## config.mk

```make
export PLATFORM = sky130hd
export DESIGN_NAME = clk_div_ctrl
export DESIGN_NICKNAME = d
export VERILOG_FILES = /design/src/rtl/clk_div_pkg.sv /design/src/rtl/div_period_cnt.sv /design/src/rtl/clk_div_ctrl.sv
export SDC_FILE = /design/constraint.sdc
export NUM_CORES = 1
export LEC_CHECK = 0
export ABC_AREA = 1
export CORE_AREA = 10 10 101 76
export CTS_BUF_LIST = sky130_fd_sc_hd__clkbuf_4 sky130_fd_sc_hd__clkbuf_8
export DETAILED_ROUTE_END_ITERATION = 10
export DIE_AREA = 0 0 111 86
export SLEW_MARGIN = 25
export SYNTH_ARGS = -nofsm -noshare
export SYNTH_HDL_FRONTEND = slang
export SYNTH_SLANG_ARGS = --single-unit
```

## constraint.sdc

```tcl
create_clock -name i_clk -period 9.09 [get_ports i_clk]
set_input_delay 0.909 -clock i_clk [delete_from_list [all_inputs] [get_ports i_clk]]
set_output_delay 0.909 -clock i_clk [all_outputs]
set_load 0.02 [all_outputs]
```

## src/rtl/clk_div_pkg.sv

```systemverilog
// Shared types and helpers for the runtime-programmable clock divider.
// Imported by clk_div_ctrl and div_period_cnt.
package clk_div_pkg;

    typedef enum logic [1:0] {
        STOP = 2'd0,
        RUN  = 2'd1,
        PEND = 2'd2
    } state_e;

    localparam int unsigned DIV_MIN = 2;

    // High-phase length: ceil(n/2), odd ratios favour the high phase.
    function automatic logic [31:0] hi_len(input logic [31:0] n);
        return n - (n >> 1);
    endfunction

endpackage

```

## src/rtl/div_period_cnt.sv

```systemverilog
// Wrap counter for one output period: runs 0..N-1 and wraps to 0.
// Exposes the next count so the parent can register its outputs.
module div_period_cnt
    import clk_div_pkg::*;
#(
    parameter int WIDTH = 8
) (
    input  logic             i_clk,
    input  logic             i_clr,
    input  logic             i_en,
    input  logic [WIDTH-1:0] i_n,
    output logic [WIDTH-1:0] o_cnt,
    output logic [WIDTH-1:0] o_cnt_nxt,
    output logic             o_last
);

    logic [WIDTH-1:0] cnt_q;
    logic [WIDTH-1:0] cnt_d;

    assign o_last = (cnt_q == i_n - WIDTH'(1));

    always_comb begin
        cnt_d = cnt_q;
        if (i_clr) begin
            cnt_d = '0;
        end else if (i_en) begin
            cnt_d = o_last ? '0 : cnt_q + WIDTH'(1);
        end
    end

    always_ff @(posedge i_clk) begin
        cnt_q <= cnt_d;
    end

    assign o_cnt     = cnt_q;
    assign o_cnt_nxt = cnt_d;

endmodule

```

## src/rtl/clk_div_ctrl.sv

```systemverilog
// Clock-divider controller: FSM, ratio handshake and registered output decode.
// A new ratio only takes effect on a period boundary.
module clk_div_ctrl
    import clk_div_pkg::*;
#(
    parameter int WIDTH       = 8,
    parameter int DEFAULT_DIV = 7
) (
    input  logic             i_clk,
    input  logic             i_rst,
    input  logic             i_en,
    input  logic [WIDTH-1:0] i_div,
    input  logic             i_div_valid,
    output logic             o_div_ready,
    output logic             o_div_err,
    output logic             o_clk,
    output logic             o_tick
);

    state_e           state_q, state_d;
    logic [WIDTH-1:0] div_q, div_d;
    logic [WIDTH-1:0] pend_q, pend_d;
    logic             clk_q, clk_d;
    logic             tick_q, tick_d;
    logic             err_q, err_d;
    logic             ready_q, ready_d;

    logic             cnt_clr;
    logic             cnt_en;
    logic [WIDTH-1:0] cnt;
    logic [WIDTH-1:0] cnt_nxt;
    logic             last;
    logic             xfer;
    logic             legal;
    logic             run_d;

    div_period_cnt #(
        .WIDTH (WIDTH)
    ) u_cnt (
        .i_clk     (i_clk),
        .i_clr     (cnt_clr | i_rst),
        .i_en      (cnt_en),
        .i_n       (div_q),
        .o_cnt     (cnt),
        .o_cnt_nxt (cnt_nxt),
        .o_last    (last)
    );

    assign xfer  = i_div_valid && ready_q;
    assign legal = 32'(i_div) >= DIV_MIN;

    always_comb begin
        state_d = state_q;
        div_d   = div_q;
        pend_d  = pend_q;
        cnt_clr = 1'b0;
        cnt_en  = 1'b0;
        err_d   = xfer && !legal;
        unique case (state_q)
            STOP: begin
                cnt_clr = 1'b1;
                if (xfer && legal) div_d = i_div;
                if (i_en) state_d = RUN;
            end
            RUN: begin
                if (!i_en) begin
                    // Enable drop wins: a same-cycle ratio applies directly.
                    cnt_clr = 1'b1;
                    state_d = STOP;
                    if (xfer && legal) div_d = i_div;
                end else begin
                    cnt_en = 1'b1;
                    if (xfer && legal) begin
                        pend_d  = i_div;
                        state_d = PEND;
                    end
                end
            end
            PEND: begin
                if (!i_en) begin
                    cnt_clr = 1'b1;
                    div_d   = pend_q;
                    state_d = STOP;
                end else begin
                    cnt_en = 1'b1;
                    if (last) begin
                        div_d   = pend_q;
                        state_d = RUN;
                    end
                end
            end
            default: begin
                cnt_clr = 1'b1;
                state_d = STOP;
            end
        endcase
    end

    // Outputs are registered from next-state values, so they line up with cnt.
    assign run_d   = (state_d != STOP);
    assign clk_d   = run_d && (32'(cnt_nxt) < hi_len(32'(div_d)));
    assign tick_d  = run_d && (cnt_nxt == '0);
    assign ready_d = (state_d != PEND);

    always_ff @(posedge i_clk) begin
        if (i_rst) begin
            state_q <= STOP;
            div_q   <= WIDTH'(DEFAULT_DIV);
            pend_q  <= '0;
            clk_q   <= 1'b0;
            tick_q  <= 1'b0;
            err_q   <= 1'b0;
            ready_q <= 1'b0;
        end else begin
            state_q <= state_d;
            div_q   <= div_d;
            pend_q  <= pend_d;
            clk_q   <= clk_d;
            tick_q  <= tick_d;
            err_q   <= err_d;
            ready_q <= ready_d;
        end
    end

    assign o_clk       = clk_q;
    assign o_tick      = tick_q;
    assign o_div_err   = err_q;
    assign o_div_ready = ready_q;

endmodule

```

# Word-level counts from Yosys, hierarchy flattened
# Cells that the tools add are included.
[word_totals]
regBits = 30
wordCells = 47
output_inout_bits = 4
[op_classes]
mux = 18
magnitude_cmp = 2
addsub = 3
bitwise = 1
eq_ne = 4
reduce_logical = 11
[ops]
columns = ["cell", "n"]
rows = [
  ["two-way mux 8 bit", 7],
  ["less-than comparator 8 x 32 -> 1 bit", 1],
  ["one-hot mux 8 bit (3 select lines)", 1],
  ["two-way mux 2 bit", 5],
  ["subtractor 8 x 7 -> 9 bit", 1],
  ["adder 8 x 1 -> 8 bit (second input constant)", 1],
  ["== test 8 bit", 1],
  [">= comparator 8 x 2 -> 1 bit (second input constant)", 1],
  ["zero test 8 bit", 1],
  ["subtractor 8 x 1 -> 8 bit (second input constant)", 1],
  ["one-hot mux 2 bit (3 select lines)", 1],
  ["logical AND 1 bit", 5],
  ["two-way mux 1 bit", 4],
  ["AND reduction 3 bit", 1],
  ["== test 2 x 1 -> 1 bit (second input constant)", 1],
  ["== test 2 bit (second input constant)", 1],
  ["zero test 2 bit", 1],
  ["!= test 2 bit (second input constant)", 1],
  ["nonzero test 2 bit", 1],
  ["OR reduction 2 bit", 1],
  ["zero test 1 bit", 1],
  ["OR 1 bit", 1],
]

# Logic depth before layout (Yosys ltp)
[logic_depth]
ltp_word = 8
mapped_depth = 33

# By module
# A second synthesis with hierarchy kept.
[hier_totals]
cells_unflattened = 356
area_unflattened_um2 = 2443.6
[modules_own_cells]
columns = ["module", "area_per_inst_um2", "instances", "cells_each"]
rows = [
  ["clk_div_ctrl", 1696.6, 1, 231],
  ["div_period_cnt", 747.0, 1, 125],
]

# Worst setup path after synthesis
# OpenSTA, ideal clock, no wires.
[synth_path]
path_type = "input to register"
start = "input port i_div[1]"
end = "register clk_q, in the netlist o_clk"
t_required_ns = 9.020
cell_stages = 25
path_buffers = 1
t_arrival_ns = 4.200
slack_ns = 4.820
path_cell_list = "nor4_1 nand2_1 nand3_1 clkbuf_1 a21oi_1 o21ai_0 o2111ai_1 o21ai_2 inv_1 ha_1 nand2_1 o21ai_0 a21oi_1 o21ai_0 a21oi_1 nor2_1 nor2_1 inv_1 xor2_1 ha_1 nand2_1 nor2_1 a211oi_1 nand2_1 a21oi_1"
[synth_between]
elab_chain_len = 8
[synth_rtl]
columns = ["item", "line_no", "rtl"]
rows = [
  ["start, declared", "clk_div_ctrl.sv:12", "input logic [WIDTH-1:0] i_div,"],
  [">= comparator 8 x 2 -> 1 bit *", "clk_div_ctrl.sv:50", "assign legal = 32'(i_div) >= DIV_MIN;"],
  ["logical AND 1 bit *", "clk_div_ctrl.sv:62, clk_div_ctrl.sv:70", ""],
  ["two-way mux 8 bit *", "clk_div_ctrl.sv:62, clk_div_ctrl.sv:70", ""],
  ["two-way mux 8 bit", "clk_div_ctrl.sv:66", "if (!i_en) begin"],
  ["one-hot mux 8 bit (3 select lines) *", "clk_div_ctrl.sv:59", "unique case (state_q)"],
  ["net div_d[2]", "clk_div_ctrl.sv:21", "logic [WIDTH-1:0] div_q, div_d;"],
  ["subtractor 8 x 7 -> 9 bit *", "clk_div_pkg.sv:15", "return n - (n >> 1);"],
  ["less-than comparator 8 x 32 -> 1 bit *", "clk_div_ctrl.sv:101", "assign clk_d = run_d && (32'(cnt_nxt) < hi_len(32'(div_d)));"],
  ["logical AND 1 bit *", "clk_div_ctrl.sv:101", ""],
  ["end signal, assigned", "clk_div_ctrl.sv:118", "clk_q <= clk_d;"],
  ["end, declared", "clk_div_ctrl.sv:23", "logic clk_q, clk_d;"],
]
# The timed path passes the listed nets; every way through them passes the cells marked *.
# A chain may end at the register's enable or synchronous reset.

# Final worst setup path
[layout_path]
start = "input port i_div[2]"
end = "register clk_q, in the netlist o_clk"
[layout_between]
elab_chain_len = 8
[layout_rtl]
columns = ["item", "line_no"]
rows = [
  [">= comparator 8 x 2 -> 1 bit", "clk_div_ctrl.sv:50"],
  ["logical AND 1 bit", "clk_div_ctrl.sv:62, clk_div_ctrl.sv:70"],
  ["two-way mux 8 bit *", "clk_div_ctrl.sv:62, clk_div_ctrl.sv:70"],
  ["two-way mux 8 bit", "clk_div_ctrl.sv:66"],
  ["one-hot mux 8 bit (3 select lines) *", "clk_div_ctrl.sv:59"],
  ["net div_d[2]", "clk_div_ctrl.sv:21"],
  ["subtractor 8 x 7 -> 9 bit *", "clk_div_pkg.sv:15"],
  ["less-than comparator 8 x 32 -> 1 bit *", "clk_div_ctrl.sv:101"],
  ["logical AND 1 bit *", "clk_div_ctrl.sv:101"],
]
# Marks and branches as above.

==> reports/qor.yml <==
clock_network:
  h-tree-depth: 2
  clk_latency_ns: 0.29
  clk_pin_slew_ns: 0.07
  cts_root_buf: "clkbuf_8"
  cts_setup_buffers: 0
  clock_path_buffers: 2
  ctsResizeCount: 0
  cts_made_buffers: 5
  cts_tree: "done"
  cts_sinks: 30
  hold_buffers: 0
power:
  power.total_uw: 393
  vdd.ir_drop.worst_mv: 0.0649
  comb_power_share: 0.331
  p_leak_uw: 0.00117
  swShare: 0.352
  power_density_nw_per_um2: 154
  seq_power_share: 0.369
  p_int_uw: 255
  clock_power_share: 0.300
  power.switching_uw: 138
sta:
  tightest_slew_ns: 0.884
  slew_headroom: 0.409
  period_needed_ns: 4.87
  hold_viol_final: 0
  setup_viol: 0
  slew_viol_final: 0
  max_freq_mhz: 205
  finalCritPeriodShare: 0.535
  fin_setup_tns_ns: 0
  rsz0062_at_grt: "no"
  skew_ns: 0.00865
placed_design:
  dp.cells: 418
  place_congestion: 0.883
  port_buffers: 15
  hpwl_mm: 4.47
route:
  drtIter0Drc: 129
  drt_pass1_iterations: 4
  drc_errors: 0
  vias: 2134
  via_per_inst: 5.01
  wl_per_cell_um: 13.4
  drt_wl_total_mm: 5.71
  ant_nets: 0
synth:
  yosysMostFrequentCell: "nand2_1"
  synth_ff_type: "dfxtp_1"
  synthSimpleGateAreaFrac: 0.263
  synthCells: 334
  synth_top_area_share: 0.268
  yosysWarnings: 0
  synth_compound_area_frac: 0.175
  synth_nets: 369
  synth_async_sr_flop_share: 0
  syn_avg_cell_area_um2: 6.72
  synth-seq-cells: 30
  synthTopCellsByCount: "nand2_1 (65), inv_1 (48), nor2_1 (45)"
  synth_mux_area_frac: 0.00446
  synthAdderAreaFrac: 0.132
  synth_edf_count: 0
  ys_seq_area_frac: 0.268
  synthXorXnorAreaFrac: 0.0586
  yosysTopAreaCell: "dfxtp_1"
  synth_area_leaders: "dfxtp_1 (27%), ha_1 (12%), nand2_1 (11%), inv_1 (8.0%), nor2_1 (7.5%)"
  synth_cell_types: 29
  synth_top_family_by_area: "simple AND/OR/NAND/NOR gates"
  syn_area_um2: 2240
layout:
  fillers: 578
  register_area_um2: 601
  nets: 385
  multi_input_area_um2: 1420
  diodes: 0
  area_delta_synth_final_pct: 13.5
  layout.cells.non_filler: 426
  drive_gt1_frac: 0.0513
global_route:
  gr-usage-met1: 0.178
  grt_max_degree: 21
  grt-ovfl-total: 0
  grt_pass1_vias: 1950
  grt_use_met3: 0.0271
  grt.busiest_layer: "met1"
  antenna_found_initial: 0
  grt_pass1_wl_mm: 9.65
  grt_usage: 0.123
  grt_util_met2: 0.173
floorplanning:
  dieArea_um2: 9550
  initial_core_util: 0.396
  die_x_um: 111
  core_area_um2: 5670
  io_pins: 16
  fp.dieH_um: 86
  rows: 23
worst_setup_path:
  cp_data_arrival_time_ns: 5.09
  crit_type: "in -> reg"
  worst_setup_path_start_kind: "primary input"
  cp.required_ns: 9.31
  crit_path_end_kind: "flip-flop"
  critPathMaxFanout: 17
outcome:
  status: "finished clean"
job:
  drv_cap: 0
min_path:
  hp-class: "reg -> reg"
-- metal layers --
layer / up-vias / share of wire
met2: 69 / 0.39
met3: 7 / 0.070
met4: 0 / 0.011
li1: 1118 / -
met5: - / 0
met1: 940 / 0.53
-- sequential cells by signal, summed over array words and instances, names as in the netlist --
name         flops
state_q          2
o_div_ready      1
o_tick           1
o_div_err        1
u_cnt.o_cnt      8
div_q            8
o_clk            1
pend_q           8
-- layout make-up --
class                   instances  share of cell area
inverters                      50              0.0737
well taps                      75              0.0369
clock buffers                   7              0.0354
clock inverters                 1             0.00197
multi-input cells             248               0.557
repair buffers                 15              0.0590
flip-flops and latches         30               0.236
-- power groups by stage --
stage                     Clock, uW  Combinational (uW)  Sequential (uW)
after floorplan                   0                99.2              147
after global placement            0                 129              148
after detailed placement          0                 130              147
after CTS                       120                 131              145
after global routing            127                 154              145
final                           118                 130              145
-- final timing paths --
path / endpoint / cells past startpoint / slack [ns] / start
setup reg to reg: o_clk / 32 / 4.50 / div_q[0]
hold reg to reg: pend_q[2] / 2 / 0.47 / pend_q[2]
setup / recovery: o_clk / 25 / 4.22 / i_div[2]
hold / removal: pend_q[2] / 2 / 0.47 / pend_q[2]
-- layout by cell type, fill, tap and decap left out, types with 4 or more instances in the layout --
master           instances
a21oi_1                 26
nor3_1                   4
nand2_1                 65
a211oi_1                 9
clkbuf_8                 6
ha_1                    22
xor2_1                   9
xnor2_1                  6
nand4_1                  4
nand3_1                 15
nor2_1                  45
o21ai_0                 23
inv_1                   48
dfxtp_1                 30
clkdlybuf4s50_1         15
-- logic make-up (layout without fill, tap and decap cells) --
logic type               after synthesis  in the layout
AO/OA/AOI/OAI                         68             68
XOR/XNOR                              15             15
adder cells (fa/ha/maj)               23             23
buffers and inverters                 56             73
flip-flops                            30             30
multiplexers                           1              1
AND/OR/NAND/NOR                      141            141
-- through the flow --
stage / util / hold WS, ns / instance area (um^2) / setup slack, ns
final: 0.449 / 0.469 / 2550 / 4.22
after detailed placement: 0.432 / 0.458 / 2450 / 3.94
after global routing: 0.449 / 0.491 / 2550 / 3.69
after global placement: 0.432 / 0.459 / 2450 / 4.05
after floorplan: - / 0.440 / 2240 / 4.82
after CTS: 0.449 / 0.470 / 2550 / 4.20
-- worst max-delay path, cell delays in order --
cell,delay [ns]
clkdlybuf4s50_1,0.47
nor4_1,0.33
nand2_1,0.11
nand3_1,0.42
a21oi_1,0.11
o21ai_0,0.11
o2111ai_1,0.16
o21ai_2,0.12
inv_1,0.11
ha_1,0.36
nand2_1,0.06
o21ai_0,0.26
a21oi_1,0.10
o21ai_0,0.28
a21oi_1,0.10
nor2_1,0.09
nor2_1,0.04
inv_1,0.05
xor2_1,0.14
ha_1,0.26
nand2_1,0.09
nor2_1,0.05
a211oi_1,0.17
nand2_1,0.08
a21oi_1,0.11
No activity file was read; power rests on OpenSTA's default activity.
